$ cat src/rtl/coherence_bus_arbiter.sv
// coherence_bus_arbiter: round-robin arbiter for 4 cores feeding the cache
// controller; latches winner op/address and holds the bus until done.
// Ports: clk, reset (async, active-low), req/req_op/req_addr (per core),
//   done (completion pulse) -> gnt, which_core_requesting, bus_valid,
//   bus_op, bus_addr (line aligned), busy, timeout_err.
// Option: define ARB_TIMEOUT_EN to abort a WAIT after TIMEOUT_CYCLES cycles.
module coherence_bus_arbiter #(
   parameter int NUM_CORES      = 4,
   parameter int ADDR_W         = 12,
   parameter int TIMEOUT_CYCLES = 255
) (
   input  logic                        clk,
   input  logic                        reset,
   input  logic [NUM_CORES-1:0]        req,
   input  logic [2*NUM_CORES-1:0]      req_op,
   input  logic [NUM_CORES*ADDR_W-1:0] req_addr,
   input  logic                        done,
   output logic [NUM_CORES-1:0]        gnt,
   output logic [1:0]                  which_core_requesting,
   output logic                        bus_valid,
   output logic [1:0]                  bus_op,
   output logic [ADDR_W-1:0]           bus_addr,
   output logic                        busy,
   output logic                        timeout_err
);

   localparam logic [1:0] S_IDLE  = 2'd0;
   localparam logic [1:0] S_ISSUE = 2'd1;
   localparam logic [1:0] S_WAIT  = 2'd2;

   logic [1:0]        state;
   logic [1:0]        rr_ptr;
   logic [1:0]        win;
   logic [ADDR_W-1:0] win_addr;
   logic [1:0]        win_op;
   logic              finish;

`ifdef ARB_TIMEOUT_EN
   logic [7:0] wait_cnt;
   logic       expire;
   assign expire = (state == S_WAIT) && !done &&
                   (wait_cnt == 8'(TIMEOUT_CYCLES));
`endif

   // Scan from the farthest offset down so the offset nearest rr_ptr wins.
   always_comb begin
      win = rr_ptr;
      for (int k = NUM_CORES - 1; k >= 0; k--) begin
         if (req[rr_ptr + 2'(k)]) win = rr_ptr + 2'(k);
      end
   end

   assign win_op   = req_op[{win, 1'b0} +: 2];
   assign win_addr = req_addr[win * ADDR_W +: ADDR_W];

   // done during ISSUE or WAIT closes the transaction; done in IDLE is ignored.
`ifdef ARB_TIMEOUT_EN
   assign finish = ((state == S_ISSUE) || (state == S_WAIT)) && (done || expire);
`else
   assign finish = ((state == S_ISSUE) || (state == S_WAIT)) && done;
`endif

   always_ff @(posedge clk or negedge reset) begin
      if (!reset) begin
         state                 <= S_IDLE;
         rr_ptr                <= 2'd0;
         gnt                   <= '0;
         which_core_requesting <= 2'd0;
         bus_valid             <= 1'b0;
         bus_op                <= 2'd0;
         bus_addr              <= '0;
         busy                  <= 1'b0;
         timeout_err           <= 1'b0;
`ifdef ARB_TIMEOUT_EN
         wait_cnt              <= 8'd0;
`endif
      end else begin
         bus_valid   <= 1'b0;
         timeout_err <= 1'b0;
         if (finish) begin
            state  <= S_IDLE;
            gnt    <= '0;
            busy   <= 1'b0;
            rr_ptr <= which_core_requesting + 2'd1;
`ifdef ARB_TIMEOUT_EN
            timeout_err <= expire;
`endif
         end else begin
            unique case (state)
               S_IDLE: begin
                  gnt <= '0;
                  if (|req) begin
                     state                 <= S_ISSUE;
                     gnt                   <= NUM_CORES'(1) << win;
                     which_core_requesting <= win;
                     bus_op                <= win_op;
                     bus_addr              <= {win_addr[ADDR_W-1:4], 4'b0};
                     busy                  <= 1'b1;
                     bus_valid             <= 1'b1;
`ifdef ARB_TIMEOUT_EN
                     wait_cnt              <= 8'd0;
`endif
                  end
               end
               S_ISSUE: state <= S_WAIT;
               S_WAIT: begin
`ifdef ARB_TIMEOUT_EN
                  wait_cnt <= wait_cnt + 8'd1;
`endif
               end
               default: state <= S_IDLE;
            endcase
         end
      end
   end

endmodule

$ cat config.mk
export PLATFORM = sky130hd
export DESIGN_NAME = coherence_bus_arbiter
export DESIGN_NICKNAME = d
export VERILOG_FILES = /design/src/rtl/coherence_bus_arbiter.sv
export SDC_FILE = /design/constraint.sdc
export NUM_CORES = 1
export LEC_CHECK = 0
export ABC_AREA = 0
export CELL_PAD_IN_SITES_DETAIL_PLACEMENT = 1
export CELL_PAD_IN_SITES_GLOBAL_PLACEMENT = 2
export CORE_ASPECT_RATIO = 0.75
export CORE_MARGIN = 10
export CORE_UTILIZATION = 19
export DETAILED_ROUTE_END_ITERATION = 7
export GPL_TIMING_DRIVEN = 0
export PLACE_DENSITY = 0.87
export SYNTH_ARGS = -nofsm -noshare
export SYNTH_HDL_FRONTEND = slang
export SYNTH_SLANG_ARGS = --single-unit
export TNS_END_PERCENT = 10
$ cat constraint.sdc
create_clock -name clk -period 1.61 [get_ports clk]
set_clock_uncertainty 0.05 [all_clocks]
set_input_delay 0.161 -clock clk [delete_from_list [all_inputs] [get_ports clk]]
set_output_delay 0.161 -clock clk [all_outputs]
set_load 0.005 [all_outputs]
==> results.yml <==
outcome:
  status: "complete, but fails checks"
  violations: "setup timing"
yosys:
  yosysMostFrequentCell: "inv_1"
  netlist_area_um2: 1540
  synth_mux_area_share_pct: 0.730
  synth_area_leaders: "dfrtp_1, inv_1, o221ai_1"
  synthSimpleGateAreaFrac_pct: 15.3
  synthArstFlopShare_pct: 100
  syn_inst: 175
  synth_top_family_by_area: "compound AO/OA/AOI/OAI gates"
  synth-edff-count: 0
  yosys.area.top_type: "dfrtp_1"
  synth_top_flop_cell: "dfrtp_1"
  yosysSeqAreaShare_pct: 35.7
  synth-seq-cells: 22
  synth_xor_area_share_pct: 0.568
  synth_top_cell_area_share_pct: 35.7
  postSynthAreaPerCell_um2: 8.82
  synth_fa_ha_area_share_pct: 2.43
  synth_compound_area_share_pct: 32.4
  yosysWarnings: 0
  synth_commonest_cells: "inv_1, dfrtp_1, nand2_1"
  synth_cell_types: 42
route:
  vias: 1686
  drt_iter0_drc: 51
  ant_nets: 0
  totalWireLength_mm: 6.65
  drcViolationCount: 0
  post_drt_wl_per_cell_um: 18.3
  via_per_inst: 4.63
  drt-pass1-iter-count: 4
floorplan:
  die-area_um2: 12200
  dieWidth_um: 124
  io_pins: 86
  core_area_um2: 7880
  die_h_um: 98.0
  initial_core_util_pct: 19.6
  core.rowCount: 28
timing:
  drv_slew: 0
  setup_ws_ns: -0.118
  worst_slew_pin_slew_ns: 1.06
  hold_slack_ns: 0.414
  period_minus_slack_ns: 1.73
  rsz0062_at_grt: "true"
  fmax_mhz: 579
  hold_viol_final: 0
  setup_viol: 10
  slew_headroom_pct: 28.8
  finalCritPeriodShare_pct: 107
worst_setup_path:
  critPathMaxFanout: 5
  criticalPathCategory: "reg2reg"
  critPathLaunchType: "flop"
  worstSetupEndpointType: "flop"
  cp.arrival_ns: 1.84
  crit_required_ns: 1.72
  r2r_slack_ns: -0.12
layout:
  fill_cells: 915
  antenna-diode-count: 0
  multiInputGateArea_um2: 966
  ff_latch_area_um2: 552
  drive_gt1_share_pct: 26.6
  syn_to_final_growth_pct: 73.5
  final_area_um2: 2680
  nets: 326
power:
  p_leak_nw: 1.14
  power_mw: 4.39
  ir_drop_mv: 0.552
  power_density_nw_per_um2: 1640
clocking:
  cts_tree: "built"
  clk_pin_slew_worst_paths_ns: 0.09
  cts_hold_buf: 0
  cts_buffer_depth: 2
  htree_levels: 1
  cts_buffers: 3
  cts_sinks: 22
  insertion_delay_ns: 0.27
  root_buffer: "clkbuf_8"
placement:
  placed_cell_area_um2: 2350
  portBuffers: 64
  dp_hpwl_mm: 4.69
  gp_congestion: 0.747
grt:
  gr-total-overflow: 0
  grt_pass1_wl_mm: 10.2
  grt_max_degree: 23
  globalRouteTotalUtil_pct: 10.6
  grt_antenna_before_repair: 0
  grt_pass1_vias: 1799
run:
  max_cap_violations: 0
worst_hold_path:
  hold_class: "in2async"
-- report_power, final --
| group | total (mW) | switching [mW] | leakage, nW | internal, mW |
|---|---|---|---|---|
| Sequential | 1.02 | 0.187 | 0.261 | 0.834 |
| Clock | 0.415 | 0.197 | 0.0288 | 0.219 |
| Combinational | 2.96 | 1.40 | 0.853 | 1.56 |
-- flip-flops by register name (all words and copies together) (netlist names) --
register               flops
bus_addr                   8
bus_op                     2
bus_valid                  1
busy                       1
gnt                        4
rr_ptr                     2
state                      2
which_core_requesting      2
-- cells in the final DEF, fill, tap and decap left out, types with 7 or more instances in the layout --
cell type / count
o221ai_2: 7
nand4_1: 10
dfrtp_1: 21
inv_1: 22
nand2_1: 12
buf_4: 17
buf_6: 7
o31ai_1: 7
o22a_1: 10
clkdlybuf4s50_1: 60
-- repair_timing --
item | in CTS | in global routing
resized for setup | 36 | 21
hold endpoints to repair | 0 | 0
endpoints found under the setup margin | 16 | 16
buffers inserted | 7 | 1
cloned | 2 | 2
pin swaps | 11 | 3
-- worst max-delay path, stage by stage, from the launching register on --
cell and delay [ns]:
dfrtp_1 0.40, and3b_1 0.20, nor4_2 0.31, nor2_1 0.14
buf_4 0.18, a21boi_2 0.15, o22a_1 0.19
-- metrics by stage --
step / util [%] / std cells / TNS (ns) / setup WS, ns
detailed placement: 29.8 / 348 / -7.82 / -0.566
finish: 34.0 / 364 / -0.959 / -0.118
floorplan: - / 179 / 0 / 0.0268
CTS: 32.8 / 361 / -0.758 / -0.0917
global placement: 29.8 / 348 / -7.61 / -0.556
global route: 34.0 / 364 / -1.81 / -0.203
-- final timing paths --
check | startpoint | endpoint | cells past startpoint
hold / removal | reset | busy$_DFFE_PN0P_ | 1
min in group clk | gnt[3]$_DFFE_PN0P_ | gnt[3]$_DFFE_PN0P_ | 2
setup / recovery | rr_ptr[1]$_DFFE_PN0P_ | bus_addr[4]$_DFFE_PN0P_ | 6
hold reg to reg | gnt[3]$_DFFE_PN0P_ | gnt[3]$_DFFE_PN0P_ | 2
setup reg to reg | rr_ptr[1]$_DFFE_PN0P_ | bus_addr[4]$_DFFE_PN0P_ | 6
max in group asynchronous | reset | rr_ptr[0]$_DFFE_PN0P_ | 1
-- per-layer routing --
layer	global-route usage, %	up-vias	part of all wire, %
met5	0	-	0
met4	2.03	0	0.72
met3	3.80	6	6.7
met2	16.9	52	50
met1	13.4	827	42
li1	-	801	-
-- cells by family after synthesis --
group	count (synthesis)
compound gates	64
mux	1
buf+inv	41
xor+xnor	1
other cells	1
simple gates	42
flops	22
fa+ha+maj	3
-- cell type report --
type	instances	area share (%)
Clock buffer	4	2.06
Tap cell	105	4.91
Timing Repair Buffer	76	27.6
Sequential cell	22	20.6
Multi-Input combinational cell	116	36.1
Buffer	16	5.14
Inverter	25	3.60
Power figures use the tool's default switching activity.
